==> src/rtl/addatone_pkg.sv <==
// Shared definitions for the additive oscillator: sequencer state encoding and default widths.
package addatone_pkg;

    localparam int DIV_BIT   = 8;
    localparam int FREQ_BIT  = 32;
    localparam int HARMONICS = 64;
    localparam int HARM_BIT  = 6;

    typedef enum logic [1:0] {
        IDLE,
        RESTART,
        ISSUE,
        DONE
    } state_t;

endpackage

==> src/rtl/harmonic_sequencer_scale_mult.sv <==
// scale_mult: one amplitude channel; reloads on restart, saturating-subtracts its scale on each start.
module scale_mult #(
    parameter int DIV_BIT = addatone_pkg::DIV_BIT
) (
    input  logic               clock,
    input  logic               reset,
    input  logic               restart,
    input  logic               start,
    input  logic [DIV_BIT-1:0] init,
    input  logic [DIV_BIT-1:0] scale,
    output logic [DIV_BIT-1:0] mult
);

    always_ff @(posedge clock) begin
        if (reset) begin
            mult <= '0;
        end else if (restart) begin
            mult <= init;
        end else if (start) begin
            mult <= (mult > scale) ? mult - scale : '0;
        end
    end

endmodule

==> src/rtl/harmonic_sequencer.sv <==
// Per-sample frame controller: issues harmonics 0..HARMONICS-1 with phase increment and amplitude.
// Optional build macro HARM_COUNT_EN adds o_count, the harmonics accepted in the last completed frame.
module harmonic_sequencer #(
    parameter int DIV_BIT   = addatone_pkg::DIV_BIT,
    parameter int FREQ_BIT  = addatone_pkg::FREQ_BIT,
    parameter int HARMONICS = addatone_pkg::HARMONICS,
    parameter int HARM_BIT  = addatone_pkg::HARM_BIT
) (
    input  logic                i_clock,
    input  logic                i_reset,
    input  logic                i_sample_tick,
    input  logic [FREQ_BIT-1:0] i_freq,
    input  logic [FREQ_BIT-1:0] i_nyquist,
    input  logic [DIV_BIT-1:0]  i_initial,
    input  logic [DIV_BIT-1:0]  i_scale_odd,
    input  logic [DIV_BIT-1:0]  i_scale_even,
    input  logic                i_ready,
    output logic                o_valid,
    output logic [HARM_BIT-1:0] o_harmonic,
    output logic [FREQ_BIT-1:0] o_freq,
    output logic [DIV_BIT-1:0]  o_mult,
    output logic                o_busy,
    output logic                o_done,
    output logic                o_overrun
`ifdef HARM_COUNT_EN
    ,
    output logic [HARM_BIT:0]   o_count
`endif
);
    import addatone_pkg::*;

    state_t              state;
    logic [FREQ_BIT-1:0] freq_q;
    logic [FREQ_BIT-1:0] nyq_q;
    logic [FREQ_BIT-1:0] acc;
    logic [DIV_BIT-1:0]  scale_odd_q;
    logic [DIV_BIT-1:0]  scale_even_q;
    logic [HARM_BIT-1:0] h;
    logic                restart_ch;
    logic                accept;
    logic                start_odd;
    logic                start_even;
    logic [DIV_BIT-1:0]  odd_mult;
    logic [DIV_BIT-1:0]  even_mult;
    logic [DIV_BIT-1:0]  odd_post;
    logic [DIV_BIT-1:0]  even_post;
    logic [FREQ_BIT:0]   next_sum;
    logic                last;
`ifdef HARM_COUNT_EN
    logic [HARM_BIT:0]   cnt;
`endif

    assign restart_ch = (state == RESTART);
    assign accept     = (state == ISSUE) && o_valid && i_ready;
    assign start_odd  = accept && h[0];
    assign start_even = accept && !h[0];

    // Channels reload only while in RESTART, the same cycle the other inputs are captured,
    // so feeding i_initial directly is equivalent to using a latched copy.
    scale_mult #(.DIV_BIT(DIV_BIT)) u_odd (
        .clock   (i_clock),
        .reset   (i_reset),
        .restart (restart_ch),
        .start   (start_odd),
        .init    (i_initial),
        .scale   (scale_odd_q),
        .mult    (odd_mult)
    );

    scale_mult #(.DIV_BIT(DIV_BIT)) u_even (
        .clock   (i_clock),
        .reset   (i_reset),
        .restart (restart_ch),
        .start   (start_even),
        .init    (i_initial),
        .scale   (scale_even_q),
        .mult    (even_mult)
    );

    // Mirror the channel step combinationally so the zero-amplitude exit is decided on acceptance.
    assign odd_post  = start_odd  ? ((odd_mult  > scale_odd_q)  ? odd_mult  - scale_odd_q  : '0) : odd_mult;
    assign even_post = start_even ? ((even_mult > scale_even_q) ? even_mult - scale_even_q : '0) : even_mult;
    assign next_sum  = {1'b0, acc} + {1'b0, freq_q};
    assign last      = (h == HARM_BIT'(HARMONICS - 1))
                    || next_sum[FREQ_BIT]
                    || (next_sum[FREQ_BIT-1:0] > nyq_q)
                    || ((odd_post == '0) && (even_post == '0));

    assign o_harmonic = h;
    assign o_freq     = acc;
    assign o_mult     = h[0] ? odd_mult : even_mult;

    always_ff @(posedge i_clock) begin
        if (i_reset) begin
            state        <= IDLE;
            freq_q       <= '0;
            nyq_q        <= '0;
            acc          <= '0;
            scale_odd_q  <= '0;
            scale_even_q <= '0;
            h            <= '0;
            o_valid      <= 1'b0;
            o_busy       <= 1'b0;
            o_done       <= 1'b0;
            o_overrun    <= 1'b0;
`ifdef HARM_COUNT_EN
            cnt          <= '0;
            o_count      <= '0;
`endif
        end else begin
            if (i_sample_tick && (state != IDLE)) begin
                o_overrun <= 1'b1;
            end
            case (state)
                IDLE: begin
                    if (i_sample_tick) begin
                        state  <= RESTART;
                        o_busy <= 1'b1;
                    end
                end
                RESTART: begin
                    freq_q       <= i_freq;
                    nyq_q        <= i_nyquist;
                    scale_odd_q  <= i_scale_odd;
                    scale_even_q <= i_scale_even;
                    acc          <= i_freq;
                    h            <= '0;
                    o_valid      <= 1'b1;
                    state        <= ISSUE;
`ifdef HARM_COUNT_EN
                    cnt          <= '0;
`endif
                end
                ISSUE: begin
                    if (accept) begin
`ifdef HARM_COUNT_EN
                        cnt <= cnt + 1'b1;
`endif
                        if (last) begin
                            state   <= DONE;
                            o_valid <= 1'b0;
                            o_done  <= 1'b1;
`ifdef HARM_COUNT_EN
                            o_count <= cnt + 1'b1;
`endif
                        end else begin
                            h   <= h + 1'b1;
                            acc <= next_sum[FREQ_BIT-1:0];
                        end
                    end
                end
                DONE: begin
                    o_done <= 1'b0;
                    o_busy <= 1'b0;
                    state  <= IDLE;
                end
                default: state <= IDLE;
            endcase
        end
    end

endmodule
==> config.mk <==
export PLATFORM = sky130hd
export DESIGN_NAME = harmonic_sequencer
export DESIGN_NICKNAME = d
export VERILOG_FILES = /design/src/rtl/addatone_pkg.sv /design/src/rtl/harmonic_sequencer_scale_mult.sv /design/src/rtl/harmonic_sequencer.sv
export SDC_FILE = /design/constraint.sdc
export NUM_CORES = 1
export LEC_CHECK = 0
export BUFFER_PORTS_ARGS = -buffer_cell sky130_fd_sc_hd__clkbuf_2
export CAP_MARGIN = 5
export CELL_PAD_IN_SITES_DETAIL_PLACEMENT = 0
export CELL_PAD_IN_SITES_GLOBAL_PLACEMENT = 1
export CORE_MARGIN = 2
export CORE_UTILIZATION = 40
export CTS_BUF_LIST = sky130_fd_sc_hd__clkbuf_8 sky130_fd_sc_hd__clkbuf_16
export DETAILED_ROUTE_END_ITERATION = 8
export PLACE_DENSITY_LB_ADDON = 0.1
export SETUP_SLACK_MARGIN = 0.02
export SYNTH_ARGS = -nofsm -noshare
export SYNTH_HDL_FRONTEND = slang
export SYNTH_SLANG_ARGS = --single-unit
==> constraint.sdc <==
create_clock -name i_clock -period 6.6 [get_ports i_clock]
set_input_delay 0.66 -clock i_clock [delete_from_list [all_inputs] [get_ports i_clock]]
set_output_delay 0.66 -clock i_clock [all_outputs]
set_load 0.1 [all_outputs]
==> impl_metrics.xml, run 1 <==
<?xml version="1.0" encoding="UTF-8"?>
<metrics>
  <group name="clock_tree">
    <metric name="cts_inserted_buffers" unit="">17</metric>
    <metric name="postCtsHoldBufs" unit="">0</metric>
    <metric name="root_buffer" unit="">sky130_fd_sc_hd__clkbuf_16</metric>
    <metric name="clkTransAtPathRegs" unit="ps">60</metric>
    <metric name="cts_tree" unit="">done</metric>
    <metric name="post-cts-setup-buffer-count" unit="">0</metric>
    <metric name="post_cts_resize_count" unit="">0</metric>
    <metric name="h-tree-depth" unit="">4</metric>
    <metric name="clock_sinks" unit="">140</metric>
    <metric name="insertion_delay" unit="ps">440</metric>
    <metric name="cts_buffer_depth" unit="">2</metric>
  </group>
  <group name="power_and_ir_drop">
    <metric name="cellLeakagePower" unit="nW">4.572</metric>
    <metric name="pwr_density_cell" unit="nW/um^2">564.8</metric>
    <metric name="power_switching_share" unit="">0.5079</metric>
    <metric name="internal_power" unit="mW">2.988</metric>
    <metric name="share_of_power_burned_in_registers" unit="">0.210</metric>
    <metric name="power.ir.vdd_worst" unit="uV">226.9</metric>
    <metric name="power.clock.fraction" unit="">0.179</metric>
    <metric name="portion_of_total_power_attributed_to_combinational_logic" unit="">0.611</metric>
    <metric name="total_power" unit="mW">6.071</metric>
    <metric name="p_sw" unit="mW">3.083</metric>
  </group>
  <group name="critical_path">
    <metric name="worst_path_max_delay_cell" unit="">sky130_fd_sc_hd__a221oi_1</metric>
    <metric name="cp_cell_sequence" unit="">ha_1 &gt; fa_1 &gt; a21o_1 &gt; a221oi_1 &gt; o211ai_1 &gt; a21oi_1 &gt; o21ai_0 &gt; a21oi_1 &gt; xnor2_1 &gt; ha_1 &gt; nand4_1 &gt; nor4_1 &gt; nor2b_4 &gt; o2111a_2 &gt; o311ai_4 &gt; o31ai_4 &gt; buf_4 &gt; mux2i_1 &gt; nor2_1</metric>
    <metric name="type_of_the_worst_setup_path" unit="">reg2reg</metric>
    <metric name="critPathRequiredTime" unit="ps">6890</metric>
    <metric name="timing.critical_path.arrival" unit="ps">5910</metric>
    <metric name="critPathLaunchType" unit="">flop</metric>
    <metric name="endpoint_kind" unit="">flop</metric>
    <metric name="timing.critical_path.slowest_cell_delay" unit="ps">540</metric>
    <metric name="timing.critical_path.fanout_max" unit="">49</metric>
  </group>
  <group name="logic_synthesis">
    <metric name="synth_compound_area_frac" unit="">0.1890</metric>
    <metric name="synth_top_cell_area_share" unit="">0.3052</metric>
    <metric name="yosys.area_share.xor_xnor" unit="">0.03529</metric>
    <metric name="synth_ff_type" unit="">sky130_fd_sc_hd__dfxtp_1</metric>
    <metric name="netlist.top_cell.by_area" unit="">sky130_fd_sc_hd__dfxtp_1</metric>
    <metric name="adder_cell_area_share_of_the_yosys_netlist" unit="">0.1224</metric>
    <metric name="postSynthCellCount" unit="">1071</metric>
    <metric name="synth_top_family_by_area" unit="">compound AO/OA/AOI/OAI gates</metric>
    <metric name="synth_simple_gate_area_share" unit="">0.1635</metric>
    <metric name="synthesis.area" unit="sq um">9183</metric>
    <metric name="yosys_warnings" unit="">0</metric>
    <metric name="post_synth_main_area_contributors" unit="">sky130_fd_sc_hd__dfxtp_1 (31%), sky130_fd_sc_hd__mux2i_1 (12%), sky130_fd_sc_hd__ha_1 (12%)</metric>
    <metric name="synthesis.nets" unit="">1251</metric>
    <metric name="synth.yosys.seq_area_share" unit="">0.3052</metric>
    <metric name="synthesis.area_per_instance" unit="sq um">8.574</metric>
    <metric name="ys_seq_elements" unit="">140</metric>
    <metric name="synth_mux_area_frac" unit="">0.1330</metric>
    <metric name="synthDistinctLibCells" unit="">80</metric>
    <metric name="asyncSetResetFlopFracSynth" unit="">0</metric>
    <metric name="synth-edff-count" unit="">0</metric>
  </group>
  <group name="drt">
    <metric name="wire_length_per_cell" unit="um">17.12</metric>
    <metric name="detailroute.wirelength.met2" unit="um">11480</metric>
    <metric name="routed_wirelength" unit="um">25380</metric>
    <metric name="drc" unit="">0</metric>
    <metric name="route.top_layer_used" unit="">met4</metric>
    <metric name="route.detailed.vias_per_inst" unit="">5.401</metric>
    <metric name="wl_met3" unit="um">817</metric>
    <metric name="antenna_violating_nets_post_route" unit="">0</metric>
    <metric name="drt_iter0_markers" unit="">455</metric>
    <metric name="wirelength_met1" unit="um">12690</metric>
    <metric name="dr.pass1.iters" unit="">5</metric>
    <metric name="num_vias" unit="">8010</metric>
  </group>
  <group name="global_routing">
    <metric name="first_global_vias" unit="">7735</metric>
    <metric name="largest_net_degree_at_the_start_of_global_routing" unit="">99</metric>
    <metric name="wire_length_of_the_first_global_routing_pass" unit="um">41460</metric>
    <metric name="global_route_total_overflow" unit="">0</metric>
    <metric name="groute.usage.overall" unit="">0.2142</metric>
    <metric name="antenna_found_initial" unit="">0</metric>
  </group>
  <group name="cells_and_area">
    <metric name="finalNetCount" unit="">1366</metric>
    <metric name="fillCellCount" unit="">2321</metric>
    <metric name="register_area" unit="sq um">2803</metric>
    <metric name="insertedDiodeCount" unit="">0</metric>
    <metric name="instances_no_fill" unit="">1483</metric>
    <metric name="area_used_by_multi_input_combinational_logic" unit="sq um">5921</metric>
    <metric name="area.growth.synth_to_final" unit="%">17.06</metric>
    <metric name="layout-drive-gt1-share" unit="">0.1711</metric>
  </group>
  <group name="status">
    <metric name="status" unit="">finished, final reports clean</metric>
  </group>
  <group name="floorplan">
    <metric name="dieWidth" unit="um">155.5</metric>
    <metric name="die_area" unit="sq um">24180</metric>
    <metric name="io_pins" unit="">142</metric>
    <metric name="std_cell_rows" unit="">55</metric>
    <metric name="placeableCoreArea" unit="sq um">22570</metric>
    <metric name="initial_core_utilization" unit="">0.4068</metric>
    <metric name="dieHeight" unit="um">155.5</metric>
  </group>
  <group name="timing">
    <metric name="report.final.hold_viol_count" unit="">0</metric>
    <metric name="timing.hold.ws" unit="ps">450.4</metric>
    <metric name="timing_worst_slew_pin_value" unit="ps">1128</metric>
    <metric name="finalSetupViolations" unit="">0</metric>
    <metric name="layout_worst_path_cycle_share" unit="">0.8516</metric>
    <metric name="timing.max_slew.rel_slack" unit="">0.2481</metric>
    <metric name="fmax" unit="GHz">0.1779</metric>
    <metric name="min_period" unit="ps">5621</metric>
    <metric name="slew_violations" unit="">0</metric>
    <metric name="final.setup_skew" unit="ps">16.53</metric>
    <metric name="unrepaired_setup_endpoints_after_global_routing" unit="">false</metric>
    <metric name="setup_total_negative_slack" unit="ps">0</metric>
  </group>
  <group name="place">
    <metric name="portBuffers" unit="">141</metric>
    <metric name="dp_cells" unit="">1452</metric>
    <metric name="detailedPlacementHpwl" unit="um">18820</metric>
    <metric name="routabilityCongestion" unit="">0.8064</metric>
  </group>
  <group name="flow_run">
    <metric name="max-cap-violations" unit="">0</metric>
  </group>
  <group name="hold_path">
    <metric name="min_path_type" unit="">in2reg</metric>
  </group>
</metrics>
## power by group through the flow
stage | registers, mW | clock network, mW | logic [mW]
6_report | 1.28 | 1.08 | 3.71
5_1_grt | 1.31 | 1.14 | 4.08
4_1_cts | 1.28 | 1.11 | 3.73
3_5_place_dp | 1.29 | 0 | 3.71
3_3_place_gp | 1.29 | 0 | 3.70
2_1_floorplan | 1.88 | 0 | 2.32
## final timing paths
kind,start,to,slack (ps),cells past startpoint
min reg2reg,o_overrun$_SDFFE_PP0P_,o_overrun$_SDFFE_PP0P_,470,2
max reg2reg,o_freq[0]$_SDFFE_PP0P_,o_freq[10]$_SDFFE_PP0P_,980,19
max,o_freq[0]$_SDFFE_PP0P_,o_freq[10]$_SDFFE_PP0P_,980,19
min,i_nyquist[5],nyq_q[5]$_SDFFE_PP0P_,450,3
## Yosys cell counts (3+ instances only)
cell type	count
sky130_fd_sc_hd__a2111oi_0	3
sky130_fd_sc_hd__a211oi_1	35
sky130_fd_sc_hd__a21o_1	13
sky130_fd_sc_hd__a21oi_1	55
sky130_fd_sc_hd__a221oi_1	18
sky130_fd_sc_hd__a31oi_1	7
sky130_fd_sc_hd__a41o_1	3
sky130_fd_sc_hd__a41oi_1	5
sky130_fd_sc_hd__and2_1	8
sky130_fd_sc_hd__and3_1	6
sky130_fd_sc_hd__buf_1	12
sky130_fd_sc_hd__buf_2	5
sky130_fd_sc_hd__clkbuf_1	29
sky130_fd_sc_hd__dfxtp_1	140
sky130_fd_sc_hd__fa_1	3
sky130_fd_sc_hd__ha_1	85
sky130_fd_sc_hd__inv_1	70
sky130_fd_sc_hd__mux2_2	8
sky130_fd_sc_hd__mux2i_1	113
sky130_fd_sc_hd__nand2_1	47
sky130_fd_sc_hd__nand2b_1	9
sky130_fd_sc_hd__nand3_1	10
sky130_fd_sc_hd__nand4_1	15
sky130_fd_sc_hd__nor2_1	161
sky130_fd_sc_hd__nor2b_1	12
sky130_fd_sc_hd__nor3_1	15
sky130_fd_sc_hd__nor4_1	5
sky130_fd_sc_hd__o2111ai_1	3
sky130_fd_sc_hd__o211ai_1	9
sky130_fd_sc_hd__o21a_1	13
sky130_fd_sc_hd__o21ai_0	40
sky130_fd_sc_hd__o21bai_1	7
sky130_fd_sc_hd__o31a_1	3
sky130_fd_sc_hd__o31ai_1	6
sky130_fd_sc_hd__or3_1	6
sky130_fd_sc_hd__or4_1	3
sky130_fd_sc_hd__xnor2_1	25
sky130_fd_sc_hd__xor2_1	12
## stage by stage
step / instance area [sq um] / worst slack [ps] / util
finish: 10750 / 979.3 / 0.4762
floorplan: 9183 / 1280 / -
global route: 10750 / 438.9 / 0.4762
CTS: 10750 / 985.7 / 0.4762
detailed placement: 10100 / 1000 / 0.4473
global placement: 10100 / 1198 / 0.4473
## final cells by class
| class | count | area share |
|---|---|---|
| clock buffer | 18 | 0.04086 |
| clock inverter | 13 | 0.01990 |
| inverter | 72 | 0.02514 |
| multi-input combinational | 809 | 0.5508 |
| sequential | 140 | 0.2607 |
| tap | 285 | 0.03317 |
| timing repair buffer | 146 | 0.06937 |
## routing by layer
layer | GRT usage | vias to the layer above
li1 | - | 4109
met4 | 0.05242 | 0
met2 | 0.3409 | 137
met5 | 0 | -
met3 | 0.04178 | 31
met1 | 0.2988 | 3733
## cells in the final DEF (no fill, tap or decap), types with 17 or more instances in the layout
master and n:
sky130_fd_sc_hd__xnor2_1 25, sky130_fd_sc_hd__dfxtp_1 140, sky130_fd_sc_hd__a211oi_1 35, sky130_fd_sc_hd__a221oi_1 18, sky130_fd_sc_hd__ha_1 83, sky130_fd_sc_hd__mux2i_1 113
sky130_fd_sc_hd__nand2_1 47, sky130_fd_sc_hd__clkbuf_2 140, sky130_fd_sc_hd__o21ai_0 40, sky130_fd_sc_hd__a21oi_1 55, sky130_fd_sc_hd__clkbuf_16 17, sky130_fd_sc_hd__inv_1 70
sky130_fd_sc_hd__nor2_1 161
## flip-flops by register name, summed over array words and instances, names as in the netlist
name	cells
u_odd.mult	8
o_valid	1
o_overrun	1
freq_q	32
o_harmonic	6
nyq_q	32
o_done	1
o_freq	32
state	2
u_even.mult	8
scale_odd_q	8
o_busy	1
scale_even_q	8
## critical path: cells and delay by family, from the launching register on
kind / cells / cell delay (ps)
AOI/OAI and AO/OA: 9 / 2400
xor gates and xnor gates: 1 / 110
adders and majority gates: 3 / 980
buffers and inverters: 1 / 500
DFF: 1 / 320
muxes: 1 / 240
and+or+nand+nor: 4 / 890
## logic make-up (layout without fill, tap and decap cells)
family / after synthesis / in the layout
AO/OA/AOI/OAI: 247 / 247
adder cells (fa/ha/maj): 88 / 88
buffers and inverters: 122 / 249
XOR/XNOR: 37 / 37
AND/OR/NAND/NOR: 316 / 316
multiplexers: 121 / 121
flip-flops: 140 / 140
Power figures use the tool's default switching activity.
==> run 2: changes to the inputs <==
--- a/config.mk
+++ b/config.mk
@@ -15,6 +15,7 @@
 export DETAILED_ROUTE_END_ITERATION = 8
 export PLACE_DENSITY_LB_ADDON = 0.1
 export SETUP_SLACK_MARGIN = 0.02
+export SLEW_MARGIN = 20
 export SYNTH_ARGS = -nofsm -noshare
 export SYNTH_HDL_FRONTEND = slang
 export SYNTH_SLANG_ARGS = --single-unit
==> constraint.sdc (replaced) <==
create_clock -name i_clock -period 6.7 [get_ports i_clock]
set_input_delay 0.67 -clock i_clock [delete_from_list [all_inputs] [get_ports i_clock]]
set_output_delay 0.67 -clock i_clock [all_outputs]
set_load 0.1 [all_outputs]
==> run 2 against run 1 <==
First-iteration DRC count fell by 4.4%. Via count fell by 0.40%. Worst setup slack better by 93 ps. Combinational power shrank 2%. Cell count barely moved. Die area stayed put. Clock power shrank 7%. Power fell by 2.9%. Flip-flop and latch count stayed put. Critical path depth is 1 higher. Largest power group unchanged.
==> impl_metrics.xml, run 2 (synthesis results as in run 1) <==
<?xml version="1.0" encoding="UTF-8"?>
<metrics>
  <group name="drt">
    <metric name="route.detailed.vias_per_inst" unit="">5.383</metric>
    <metric name="dr.pass1.iters" unit="">5</metric>
    <metric name="wire_length_per_cell" unit="um">16.98</metric>
    <metric name="drt_iter0_markers" unit="">435</metric>
    <metric name="routed_wirelength" unit="um">25160</metric>
    <metric name="num_vias" unit="">7978</metric>
    <metric name="antenna_violating_nets_post_route" unit="">0</metric>
    <metric name="drc" unit="">0</metric>
  </group>
  <group name="floorplan">
    <metric name="dieWidth" unit="um">155.5</metric>
    <metric name="std_cell_rows" unit="">55</metric>
    <metric name="io_pins" unit="">142</metric>
    <metric name="initial_core_utilization" unit="">0.4068</metric>
    <metric name="placeableCoreArea" unit="sq um">22570</metric>
    <metric name="dieHeight" unit="um">155.5</metric>
    <metric name="die_area" unit="sq um">24180</metric>
  </group>
  <group name="power_and_ir_drop">
    <metric name="share_of_power_burned_in_registers" unit="">0.213</metric>
    <metric name="power_switching_share" unit="">0.5097</metric>
    <metric name="power.clock.fraction" unit="">0.170</metric>
    <metric name="cellLeakagePower" unit="nW">4.565</metric>
    <metric name="pwr_density_cell" unit="nW/um^2">550.6</metric>
    <metric name="power.ir.vdd_worst" unit="uV">237.9</metric>
    <metric name="total_power" unit="mW">5.896</metric>
    <metric name="portion_of_total_power_attributed_to_combinational_logic" unit="">0.617</metric>
    <metric name="internal_power" unit="mW">2.891</metric>
    <metric name="p_sw" unit="mW">3.005</metric>
  </group>
  <group name="cells_and_area">
    <metric name="layout.cells.most_common_list" unit="">sky130_fd_sc_hd__nor2_1 (161), sky130_fd_sc_hd__dfxtp_1 (140), sky130_fd_sc_hd__clkbuf_2 (140), sky130_fd_sc_hd__mux2i_1 (113), sky130_fd_sc_hd__ha_1 (83)</metric>
    <metric name="layout.cells.most_common" unit="">sky130_fd_sc_hd__nor2_1</metric>
    <metric name="area.growth.synth_to_final" unit="%">16.61</metric>
    <metric name="instances_no_fill" unit="">1482</metric>
    <metric name="fin_util" unit="">0.4744</metric>
    <metric name="finalNetCount" unit="">1365</metric>
    <metric name="layout-drive-gt1-share" unit="">0.1696</metric>
    <metric name="layout.cell_area.non_filler" unit="sq um">10710</metric>
    <metric name="fillCellCount" unit="">2278</metric>
    <metric name="insertedDiodeCount" unit="">0</metric>
  </group>
  <group name="timing">
    <metric name="fmax" unit="GHz">0.1777</metric>
    <metric name="report.final.hold_viol_count" unit="">0</metric>
    <metric name="slew_violations" unit="">0</metric>
    <metric name="timing.hold.ws" unit="ps">460.6</metric>
    <metric name="final.setup.worst_slack" unit="ps">1073</metric>
    <metric name="min_period" unit="ps">5627</metric>
    <metric name="final.setup_skew" unit="ps">10.07</metric>
    <metric name="timing.max_slew.rel_slack" unit="">0.2646</metric>
    <metric name="unrepaired_setup_endpoints_after_global_routing" unit="">false</metric>
    <metric name="finalSetupViolations" unit="">0</metric>
    <metric name="layout_worst_path_cycle_share" unit="">0.8399</metric>
    <metric name="setup_total_negative_slack" unit="ps">0</metric>
    <metric name="timing_worst_slew_pin_value" unit="ps">1075</metric>
  </group>
  <group name="critical_path">
    <metric name="type_of_the_worst_setup_path" unit="">reg2reg</metric>
    <metric name="critical_path.reg2reg.endpoint" unit="">o_freq[10]$_SDFFE_PP0P_</metric>
    <metric name="reg2reg_depth" unit="">20</metric>
    <metric name="timing.critical_path.arrival" unit="ps">5910</metric>
    <metric name="timing.critical_path.fanout_max" unit="">62</metric>
    <metric name="endpoint_kind" unit="">flop</metric>
    <metric name="reg2reg_from" unit="">o_freq[0]$_SDFFE_PP0P_</metric>
    <metric name="critPathLaunchType" unit="">flop</metric>
    <metric name="reg_to_reg_setup_timing_slack" unit="ps">1070</metric>
    <metric name="critPathRequiredTime" unit="ps">6980</metric>
  </group>
  <group name="global_routing">
    <metric name="groute.usage.overall" unit="">0.2121</metric>
    <metric name="largest_net_degree_at_the_start_of_global_routing" unit="">66</metric>
    <metric name="global_route_total_overflow" unit="">0</metric>
    <metric name="first_global_vias" unit="">7837</metric>
    <metric name="antenna_found_initial" unit="">0</metric>
    <metric name="wire_length_of_the_first_global_routing_pass" unit="um">41100</metric>
  </group>
  <group name="clock_tree">
    <metric name="postCtsHoldBufs" unit="">0</metric>
    <metric name="h-tree-depth" unit="">4</metric>
    <metric name="cts_buffer_depth" unit="">2</metric>
    <metric name="post-cts-setup-buffer-count" unit="">0</metric>
    <metric name="insertion_delay" unit="ps">420</metric>
    <metric name="cts_tree" unit="">done</metric>
    <metric name="root_buffer" unit="">sky130_fd_sc_hd__clkbuf_16</metric>
    <metric name="clkTransAtPathRegs" unit="ps">60</metric>
    <metric name="post_cts_resize_count" unit="">0</metric>
    <metric name="clock_sinks" unit="">140</metric>
    <metric name="cts_inserted_buffers" unit="">17</metric>
  </group>
  <group name="place">
    <metric name="placement.setup.worst_slack" unit="ps">1071</metric>
    <metric name="placed_area" unit="sq um">10090</metric>
    <metric name="portBuffers" unit="">141</metric>
    <metric name="dp_cells" unit="">1451</metric>
    <metric name="routabilityCongestion" unit="">0.8189</metric>
    <metric name="detailedPlacementHpwl" unit="um">18920</metric>
  </group>
  <group name="status">
    <metric name="status" unit="">finished, final reports clean</metric>
  </group>
  <group name="hold_path">
    <metric name="whs_endpoint" unit="">o_overrun$_SDFFE_PP0P_</metric>
    <metric name="min_from" unit="">o_overrun$_SDFFE_PP0P_</metric>
    <metric name="min_path_type" unit="">reg2reg</metric>
    <metric name="timing.hold.worst_path_depth" unit="">2</metric>
  </group>
  <group name="flow_run">
    <metric name="max-cap-violations" unit="">0</metric>
  </group>
</metrics>
## run 2: cell count changes in the layout (fill, tap and decap cells not counted)
cell and change:
sky130_fd_sc_hd__buf_4 -1, sky130_fd_sc_hd__bufinv_16 -2, sky130_fd_sc_hd__clkbuf_8 +3, sky130_fd_sc_hd__clkinv_2 +1, sky130_fd_sc_hd__clkinvlp_4 -2, sky130_fd_sc_hd__inv_1 +1
sky130_fd_sc_hd__inv_6 -1
## run 2: worst max-delay path by stage
| stage | from | end | slack, ps |
|---|---|---|---|
| 3_3_place_gp | o_freq[0]$_SDFFE_PP0P_ | o_freq[28]$_SDFFE_PP0P_ | 1260 |
| 4_1_cts | o_freq[0]$_SDFFE_PP0P_ | o_freq[28]$_SDFFE_PP0P_ | 1030 |
| 5_1_grt | o_freq[0]$_SDFFE_PP0P_ | o_freq[12]$_SDFFE_PP0P_ | 620 |
| 6_report | o_freq[0]$_SDFFE_PP0P_ | o_freq[10]$_SDFFE_PP0P_ | 1070 |
| 2_1_floorplan | o_freq[22]$_SDFFE_PP0P_ | o_harmonic[5]$_SDFFE_PP0P_ | 1380 |
| 3_5_place_dp | o_freq[0]$_SDFFE_PP0P_ | o_freq[28]$_SDFFE_PP0P_ | 1070 |
## run 2: critical path: stages (launching register included)
cell,delay (ps)
sky130_fd_sc_hd__dfxtp_1,320
sky130_fd_sc_hd__ha_1,240
sky130_fd_sc_hd__fa_1,420
sky130_fd_sc_hd__a21o_1,200
sky130_fd_sc_hd__a22oi_1,260
sky130_fd_sc_hd__a31o_2,200
sky130_fd_sc_hd__a21oi_1,90
sky130_fd_sc_hd__o31ai_1,700
sky130_fd_sc_hd__nor2_1,150
sky130_fd_sc_hd__nor3_1,230
sky130_fd_sc_hd__nor2_1,80
sky130_fd_sc_hd__ha_1,270
sky130_fd_sc_hd__nand4_1,180
sky130_fd_sc_hd__nor4_1,350
sky130_fd_sc_hd__nor2b_4,260
sky130_fd_sc_hd__o2111a_2,240
sky130_fd_sc_hd__o311ai_4,140
sky130_fd_sc_hd__o31ai_4,230
sky130_fd_sc_hd__buf_4,540
sky130_fd_sc_hd__mux2i_1,260
sky130_fd_sc_hd__nor2_1,50
## run 2: power groups by stage
| stage | clock network, mW | registers (mW) | logic, mW |
|---|---|---|---|
| floorplan | 0 | 1.85 | 2.28 |
| global placement | 0 | 1.27 | 3.64 |
| detailed placement | 0 | 1.27 | 3.64 |
| CTS | 1.02 | 1.26 | 3.66 |
| global route | 1.06 | 1.29 | 4.00 |
| finish | 1.00 | 1.26 | 3.64 |
## run 2: layout make-up
cell class	count	area, sq um	share of cell area
Inverter	72	270.3	0.02524
Clock inverter	10	138.9	0.01297
Tap cell	285	356.6	0.03330
Timing Repair Buffer	145	738.2	0.06894
Multi-Input combinational cell	809	5921	0.5529
Sequential cell	140	2803	0.2617
Clock buffer	21	480.5	0.04487
## run 2: metal layers
layer / vias to the layer above / share of wire / track usage / wire [um]
met1: 3722 / 0.49 / 0.2881 / 12430
met5: - / 0 / 0 / 0
li1: 4085 / - / - / -
met4: 0 / 0.010 / 0.04325 / 253
met2: 154 / 0.46 / 0.3489 / 11530
met3: 17 / 0.038 / 0.04457 / 944
